==> config.mk <==
export PLATFORM = sky130hd
export DESIGN_NAME = risc_controller_flat
export DESIGN_NICKNAME = d
export VERILOG_FILES = /design/src/rtl/risc_controller_pkg.sv /design/src/rtl/risc_controller_if.sv /design/src/rtl/risc_controller_instr_dec.sv /design/src/rtl/risc_controller.sv /design/src/flat_wrapper.sv
export SDC_FILE = /design/constraint.sdc
export NUM_CORES = 1
export LEC_CHECK = 0
export CAP_MARGIN = 20
export CORE_ASPECT_RATIO = 1.1
export CORE_UTILIZATION = 39
export DETAILED_ROUTE_END_ITERATION = 10
export HOLD_SLACK_MARGIN = 0.02
export PLACE_DENSITY = 0.84
export SYNTH_ARGS = -nofsm -noshare
export SYNTH_HDL_FRONTEND = slang
export SYNTH_SLANG_ARGS = --single-unit
==> constraint.sdc <==
create_clock -name clk -period 1.5 [get_ports clk]
set_input_delay 0.3 -clock clk [delete_from_list [all_inputs] [get_ports clk]]
set_output_delay 0.3 -clock clk [all_outputs]
set_load 0.05 [all_outputs]
==> src/rtl/risc_controller_pkg.sv <==
// Shared types for the Simple RISC Machine controller: IR field layout,
// FSM state encoding, decoded instruction kinds and register-index selects.
// No logic latency; pure declarations plus one combinational decode helper.
package risc_controller_pkg;

    // Instruction word layout. imm8 overlays {rd, sh, rm}; imm5 overlays {sh, rm}.
    typedef struct packed {
        logic [2:0] opcode;
        logic [1:0] op;
        logic [2:0] rn;
        logic [2:0] rd;
        logic [1:0] sh;
        logic [2:0] rm;
    } ir_t;

    typedef enum logic [2:0] {
        S_WAIT,
        S_DECODE,
        S_GET_A,
        S_GET_B,
        S_COMPUTE,
        S_WRITE_REG,
        S_WRITE_IMM
    } state_e;

    typedef enum logic [2:0] {
        I_MOV_IMM,
        I_MOV_REG,
        I_ADD,
        I_CMP,
        I_AND,
        I_MVN,
        I_ILLEGAL
    } instr_e;

    // Which IR register field drives a register-file index.
    typedef enum logic [1:0] {
        NSEL_NONE,
        NSEL_RN,
        NSEL_RD,
        NSEL_RM
    } nsel_e;

    localparam logic [2:0] OPC_MOV = 3'b110;
    localparam logic [2:0] OPC_ALU = 3'b101;

    localparam logic [1:0] ALU_ADD = 2'b00;
    localparam logic [1:0] ALU_SUB = 2'b01;

    localparam logic [3:0] VSEL_IMM8 = 4'b0100;
    localparam logic [3:0] VSEL_C    = 4'b0001;

    function automatic instr_e decode_instr(input logic [2:0] opcode, input logic [1:0] op);
        instr_e kind;
        kind = I_ILLEGAL;
        if (opcode == OPC_MOV) begin
            if (op == 2'b10)      kind = I_MOV_IMM;
            else if (op == 2'b00) kind = I_MOV_REG;
        end else if (opcode == OPC_ALU) begin
            case (op)
                2'b00:   kind = I_ADD;
                2'b01:   kind = I_CMP;
                2'b10:   kind = I_AND;
                default: kind = I_MVN;
            endcase
        end
        return kind;
    endfunction

endpackage

==> src/rtl/risc_controller_if.sv <==
// Bundle between the top level (switches/keys) and the datapath control inputs.
// master: the controller (consumes instruction/start, drives controls and immediates).
// slave: the surrounding top level / datapath view of the same wires.
interface risc_controller_if;
    logic [15:0] in;
    logic        load_ir;
    logic        s;
    logic        w;
    logic        illegal;
    logic [3:0]  vsel;
    logic        loada;
    logic        loadb;
    logic        loadc;
    logic        loads;
    logic        asel;
    logic        bsel;
    logic [1:0]  shift;
    logic [1:0]  ALUop;
    logic [2:0]  readnum;
    logic [2:0]  writenum;
    logic        write;
    logic [15:0] sximm5;
    logic [15:0] sximm8;

    modport master (
        input  in, load_ir, s,
        output w, illegal, vsel, loada, loadb, loadc, loads, asel, bsel,
               shift, ALUop, readnum, writenum, write, sximm5, sximm8
    );

    modport slave (
        output in, load_ir, s,
        input  w, illegal, vsel, loada, loadb, loadc, loads, asel, bsel,
               shift, ALUop, readnum, writenum, write, sximm5, sximm8
    );
endinterface

==> src/rtl/risc_controller_instr_dec.sv <==
// Instruction decoder: splits IR fields, sign-extends immediates, muxes register indices.
// Latency: purely combinational. Backpressure: none (no handshake).
// Ports: ir in; rsel/wsel pick the IR field for readnum/writenum; kind/op/sh/sximm* out.
module risc_controller_instr_dec
    import risc_controller_pkg::*;
(
    input  ir_t         ir,
    input  nsel_e       rsel,
    input  nsel_e       wsel,
    output instr_e      kind,
    output logic [1:0]  op,
    output logic [1:0]  sh,
    output logic [2:0]  readnum,
    output logic [2:0]  writenum,
    output logic [15:0] sximm5,
    output logic [15:0] sximm8
);

    function automatic logic [2:0] pick(input nsel_e sel, input ir_t w);
        case (sel)
            NSEL_RN: return w.rn;
            NSEL_RD: return w.rd;
            NSEL_RM: return w.rm;
            default: return 3'b000;
        endcase
    endfunction

    assign kind     = decode_instr(ir.opcode, ir.op);
    assign op       = ir.op;
    assign sh       = ir.sh;
    assign readnum  = pick(rsel, ir);
    assign writenum = pick(wsel, ir);
    assign sximm8   = {{8{ir.rd[2]}}, ir.rd, ir.sh, ir.rm};
    assign sximm5   = {{11{ir.sh[1]}}, ir.sh, ir.rm};

endmodule

==> src/rtl/risc_controller.sv <==
// Control FSM + instruction register for the Simple RISC Machine datapath.
// Latency s->w: MOV imm 3, MOV reg/MVN/CMP 5, ADD/AND 6 cycles; outputs are Moore.
// Backpressure: load_ir and s are only accepted while w=1; ignored otherwise.
// Ports: clk, reset_n (sync, active-low), bus (master modport: in/load_ir/s in,
//        datapath controls, w, illegal and sximm5/sximm8 out).
module risc_controller
    import risc_controller_pkg::*;
(
    input logic              clk,
    input logic              reset_n,
    risc_controller_if.master bus
);

    state_e state;
    state_e state_nxt;
    ir_t    ir;
    instr_e kind;
    logic [1:0] op;
    logic [1:0] sh;
    nsel_e  rsel;
    nsel_e  wsel;

    risc_controller_instr_dec u_dec (
        .ir       (ir),
        .rsel     (rsel),
        .wsel     (wsel),
        .kind     (kind),
        .op       (op),
        .sh       (sh),
        .readnum  (bus.readnum),
        .writenum (bus.writenum),
        .sximm5   (bus.sximm5),
        .sximm8   (bus.sximm8)
    );

    // IR load and the start decision share the WAIT edge, so a simultaneous
    // load_ir + s decodes the freshly loaded word.
    always_ff @(posedge clk) begin
        if (!reset_n) begin
            state <= S_WAIT;
            ir    <= '0;
        end else begin
            state <= state_nxt;
            if (state == S_WAIT && bus.load_ir) begin
                ir <= ir_t'(bus.in);
            end
        end
    end

    always_comb begin
        state_nxt   = state;
        rsel        = NSEL_NONE;
        wsel        = NSEL_NONE;
        bus.w       = 1'b0;
        bus.illegal = 1'b0;
        bus.vsel    = VSEL_C;
        bus.loada   = 1'b0;
        bus.loadb   = 1'b0;
        bus.loadc   = 1'b0;
        bus.loads   = 1'b0;
        bus.asel    = 1'b0;
        bus.bsel    = 1'b0;
        bus.shift   = 2'b00;
        bus.ALUop   = ALU_ADD;
        bus.write   = 1'b0;

        case (state)
            S_WAIT: begin
                bus.w = 1'b1;
                if (bus.s) state_nxt = S_DECODE;
            end
            S_DECODE: begin
                case (kind)
                    I_MOV_IMM:               state_nxt = S_WRITE_IMM;
                    I_MOV_REG, I_MVN:        state_nxt = S_GET_B;
                    I_ADD, I_CMP, I_AND:     state_nxt = S_GET_A;
                    default: begin
                        bus.illegal = 1'b1;
                        state_nxt   = S_WAIT;
                    end
                endcase
            end
            S_GET_A: begin
                rsel      = NSEL_RN;
                bus.loada = 1'b1;
                state_nxt = S_GET_B;
            end
            S_GET_B: begin
                rsel      = NSEL_RM;
                bus.loadb = 1'b1;
                state_nxt = S_COMPUTE;
            end
            S_COMPUTE: begin
                bus.shift = sh;
                case (kind)
                    I_MOV_REG: begin
                        // A forced to zero so the ALU passes the shifted Rm through.
                        bus.asel  = 1'b1;
                        bus.ALUop = ALU_ADD;
                        bus.loadc = 1'b1;
                        state_nxt = S_WRITE_REG;
                    end
                    I_CMP: begin
                        // Subtract only to update status; the result is discarded.
                        bus.ALUop = ALU_SUB;
                        bus.loads = 1'b1;
                        state_nxt = S_WAIT;
                    end
                    default: begin
                        bus.ALUop = op;
                        bus.loadc = 1'b1;
                        state_nxt = S_WRITE_REG;
                    end
                endcase
            end
            S_WRITE_REG: begin
                wsel      = NSEL_RD;
                bus.vsel  = VSEL_C;
                bus.write = 1'b1;
                state_nxt = S_WAIT;
            end
            S_WRITE_IMM: begin
                wsel      = NSEL_RN;
                bus.vsel  = VSEL_IMM8;
                bus.write = 1'b1;
                state_nxt = S_WAIT;
            end
            default: state_nxt = S_WAIT;
        endcase
    end

endmodule

==> src/flat_wrapper.sv <==
// flat-port wrapper written by rule: the top's interface ports become plain ports
module risc_controller_flat import risc_controller_pkg::*;
  (clk, reset_n, bus_in, bus_load_ir, bus_s, bus_w, bus_illegal, bus_vsel, bus_loada, bus_loadb, bus_loadc, bus_loads, bus_asel, bus_bsel, bus_shift, bus_ALUop, bus_readnum, bus_writenum, bus_write, bus_sximm5, bus_sximm8);
  risc_controller_if bus_i ();
  input logic clk;
  input logic reset_n;
  input wire logic [$bits(bus_i.in)-1:0] bus_in;
  input wire logic [$bits(bus_i.load_ir)-1:0] bus_load_ir;
  input wire logic [$bits(bus_i.s)-1:0] bus_s;
  output wire logic [$bits(bus_i.w)-1:0] bus_w;
  output wire logic [$bits(bus_i.illegal)-1:0] bus_illegal;
  output wire logic [$bits(bus_i.vsel)-1:0] bus_vsel;
  output wire logic [$bits(bus_i.loada)-1:0] bus_loada;
  output wire logic [$bits(bus_i.loadb)-1:0] bus_loadb;
  output wire logic [$bits(bus_i.loadc)-1:0] bus_loadc;
  output wire logic [$bits(bus_i.loads)-1:0] bus_loads;
  output wire logic [$bits(bus_i.asel)-1:0] bus_asel;
  output wire logic [$bits(bus_i.bsel)-1:0] bus_bsel;
  output wire logic [$bits(bus_i.shift)-1:0] bus_shift;
  output wire logic [$bits(bus_i.ALUop)-1:0] bus_ALUop;
  output wire logic [$bits(bus_i.readnum)-1:0] bus_readnum;
  output wire logic [$bits(bus_i.writenum)-1:0] bus_writenum;
  output wire logic [$bits(bus_i.write)-1:0] bus_write;
  output wire logic [$bits(bus_i.sximm5)-1:0] bus_sximm5;
  output wire logic [$bits(bus_i.sximm8)-1:0] bus_sximm8;
  assign bus_i.in = bus_in;
  assign bus_i.load_ir = bus_load_ir;
  assign bus_i.s = bus_s;
  assign bus_w = bus_i.w;
  assign bus_illegal = bus_i.illegal;
  assign bus_vsel = bus_i.vsel;
  assign bus_loada = bus_i.loada;
  assign bus_loadb = bus_i.loadb;
  assign bus_loadc = bus_i.loadc;
  assign bus_loads = bus_i.loads;
  assign bus_asel = bus_i.asel;
  assign bus_bsel = bus_i.bsel;
  assign bus_shift = bus_i.shift;
  assign bus_ALUop = bus_i.ALUop;
  assign bus_readnum = bus_i.readnum;
  assign bus_writenum = bus_i.writenum;
  assign bus_write = bus_i.write;
  assign bus_sximm5 = bus_i.sximm5;
  assign bus_sximm8 = bus_i.sximm8;
  risc_controller u_core (.clk(clk), .reset_n(reset_n), .bus(bus_i));
endmodule
==> qor.csv <==
stage;metric;value;unit
run_status;status;finished, violations left;
run_status;failing checks;setup timing;
floorplanning;Core Footprint;0.00333;mm²
route;DRT antenna net count;0;
critical_path;critical path endpoint;bus_shift[1];
critical_path;CP Capture Type;primary output;
critical_path;CP Launch Point;u_core.state[2];
route;Via density;5.02;
floorplanning;Rows;22;
sta;Final period util;1.17;
route;final wirelength;5000;µm
floorplanning;Initial Util;0.409;
power;maximum VDD drop;0.000503;V
cells_and_area;fin nets;251;
placed_design;Placer Congestion;0.809;
route;First-pass DRT Iterations;4;
critical_path;Worst EP required;1.20;ns
logic_synthesis;Syn Std Cell Area;0.00136;mm²
global_route;GRT Total Usage;0.238;
floorplanning;# IOs;75;
critical_path;cell depth of the worst flop-to-flop path;5;
route;Initial DRC Count;34;
sta;unrepaired setup endpoints after global routing;yes;
power;leak pwr;0.00120;µW
global_route;number of global-route vias before repair;1364;
critical_path;CP Depth;4;
sta;Setup TNS;-4.19;ns
sta;Max Freq;0.568;GHz
logic_synthesis;most area-hungry cell type in the Yosys netlist;dfxtp_1;
critical_path;worst reg2reg setup slack;-0.07;ns
power;P per Cell Area;588;mW/mm²
global_route;global route overflow;0;
clock_network;clk sinks;19;
power;Tot Pwr;1700;µW
flow_run;MaxCap Viol Count;0;
placed_design;dpl cells;264;
sta;min cycle time layout;1.76;ns
route;DRC violations left;0;
critical_path;critical path type;flop to primary output;
sta;Slew Limit Fails;0;
logic_synthesis;cells after synthesis;163;
clock_network;Clock Tree Buf Depth;2;
critical_path;CP max-delay cell;dfxtp_4;
critical_path;Crit Path Max Fanout;6;
critical_path;Buf/Inv on CP;2;
placed_design;IO Port Bufs;71;
floorplanning;die height;64.0;µm
clock_network;CTS tree;built;
cells_and_area;Post-Layout Cell Count;278;
logic_synthesis;yosys warns;0;
cells_and_area;antenna fix cells;0;
logic_synthesis;top-area cell type share of the netlist area;0.279;
clock_network;TritonCTS Buffers;3;
global_route;initial antenna violation count;0;
global_route;first-pass GRT wire length;6800;µm
clock_network;CTS H-tree lvls;1;
cells_and_area;layout cells sized above 1;0.670;
critical_path;CP top delay family;simple AND/OR/NAND/NOR gates;
logic_synthesis;post-synthesis cell type count;39;
clock_network;clock latency on the worst-skew pair;0.31;ns
logic_synthesis;Avg Cell Area, Syn;8.37;µm²
sta;final count of hold timing violations;0;
clock_network;CTS Root Cell;clkbuf_4;
floorplanning;die area;0.00374;mm²
sta;Setup WS post-layout;-0.261;ns
critical_path;max incr delay on CP;0.40;ns
critical_path;R2R Path Start;u_core.state[0];
critical_path;R2R Path End;u_core.ir[3];
route;routed len/inst;18.0;µm
critical_path;crit path DAT;1.46;ns
hold_path;min-delay src;u_core.ir[4];
route;via count;1395;
floorplanning;Horiz. Die Dim;58.4;µm
cells_and_area;area added between synthesis and finish;112;%
critical_path;worst path cell trace;nor3b_4 -> buf_6 -> and2_4 -> buf_12;
clock_network;CTS clk-pin slew, worst paths;0.12;ns
clock_network;CTS Hold Bufs;0;
logic_synthesis;Seq cells post-synth;19;
global_route;largest net degree at the start of global routing;17;
critical_path;CP startpoint kind;flop;
placed_design;dpl hpwl;3230;µm
logic_synthesis;share of the yosys chip area belonging to registers;0.279;
logic_synthesis;top cells by area, synth;dfxtp_1, buf_4, a21boi_2;
sta;Setup violations, final;31;
hold_path;hold crit path type;flop to flop;
sta;worst clock skew;0.00592;ns
[worst min path at each step]
stage | slack, ns | endpoint | cells after the start
6_report | 0.51 | u_core.ir[4] | 2
3_3_place_gp | 0.47 | u_core.ir[8] | 2
2_1_floorplan | 0.43 | u_core.state[1] | 2
4_1_cts | 0.51 | u_core.ir[13] | 2
5_1_grt | 0.52 | u_core.ir[4] | 2
3_5_place_dp | 0.49 | u_core.ir[8] | 2
[cell type report]
class                   instances  area [µm²]
well taps                      48        60.1
multi-input cells             100         855
clock inverters                 1        5.00
repair buffers                104        1540
inverters                       3        15.0
flip-flops and latches         19         399
clock buffers                   3        22.5
fillers                       155         439
[layer usage]
| metal | global-route usage | vias up | routed length, µm |
|---|---|---|---|
| met2 | 0.451 | 64 | 2870 |
| met1 | 0.268 | 679 | 1780 |
| met4 | 0.0744 | 0 | 140 |
| li1 | - | 638 | - |
| met5 | 0 | - | 0 |
| met3 | 0.0324 | 14 | 212 |
[cells in the final DEF, fill, tap and decap left out, types with 2 or more instances in the layout]
cell / instances
buf_12: 50
buf_4: 21
nand2_1: 19
clkdlybuf4s50_1: 19
nand2_2: 12
a21boi_2: 12
dfxtp_1: 12
buf_6: 9
nor2b_4: 4
a21boi_1: 4
buf_8: 4
dfxtp_4: 4
a22oi_2: 3
a22o_4: 3
nand2_4: 3
and2_4: 3
a21oi_1: 3
conb_1: 3
clkbuf_4: 3
dfxtp_2: 3
nand2b_1: 2
nor3b_4: 2
nor2_4: 2
nor3_4: 2
and4b_1: 2
[worst reg2reg max path, stage by stage (launching register included)]
cell and delay [ns]:
dfxtp_4 0.40, buf_6 0.13, or4b_4 0.58, clkbuf_16 0.20
nand2_2 0.10, a21boi_2 0.07
[registers in the layout, summed over array words and instances (netlist names)]
signal        count
u_core.state      3
u_core.ir        16
[synth_stat cells]
library cell,number
a21boi_1,6
a21boi_2,10
a21oi_1,3
a22o_1,3
a22oi_1,3
a31oi_1,1
and2_1,4
and2b_1,1
and3_1,1
and3b_1,1
and4b_1,2
buf_12,1
buf_2,1
buf_4,36
buf_6,1
clkbuf_1,4
conb_1,1
dfxtp_1,19
inv_1,3
nand2_1,24
nand2_2,10
nand2b_1,3
nand3_1,1
nand3b_1,1
nor2_1,3
nor2b_1,5
nor3_1,2
nor3b_1,1
nor3b_2,1
nor4b_1,1
nor4b_4,1
o2111ai_1,1
o211ai_1,1
o21a_1,1
o21ai_0,2
o21ai_1,1
or2_2,1
or4_1,1
or4b_1,1
[repair_timing]
item | CTS | global route
cloned | 0 | 1
pin swaps | 9 | 8
gates resized for setup | 32 | 26
buffers inserted | 6 | 3
endpoints found under the setup margin | 20 | 43
[report_power, final]
part           internal [µW]  leakage (µW)  switching, µW  total, µW
sequential               533      0.000160           46.2        579
clock                   99.6     0.0000177            179        279
combinational            408       0.00102            434        843
total                   1040       0.00120            660       1700
[cell families (layout without fill, tap and decap cells)]
| kind of cell | count (synthesis) | count (layout) | share of synthesized area |
|---|---|---|---|
| buffers and inverters | 46 | 111 | 0.244 |
| AOI/OAI and AO/OA | 32 | 32 | 0.195 |
| other | 1 | 3 | 0.00275 |
| DFF | 19 | 19 | 0.279 |
| and+or+nand+nor | 65 | 65 | 0.279 |
[per-stage QoR]
stage / utilization / cell area [µm²] / hold slack [ns] / worst slack, ns
after floorplan: - / 1500 / 0.430 / -0.0557
after global placement: 0.778 / 2590 / 0.468 / -0.178
after detailed placement: 0.778 / 2590 / 0.489 / -0.223
final: 0.868 / 2890 / 0.509 / -0.261
after CTS: 0.828 / 2760 / 0.512 / -0.238
after global routing: 0.868 / 2890 / 0.524 / -0.318
No activity file was read; power rests on OpenSTA's default activity.
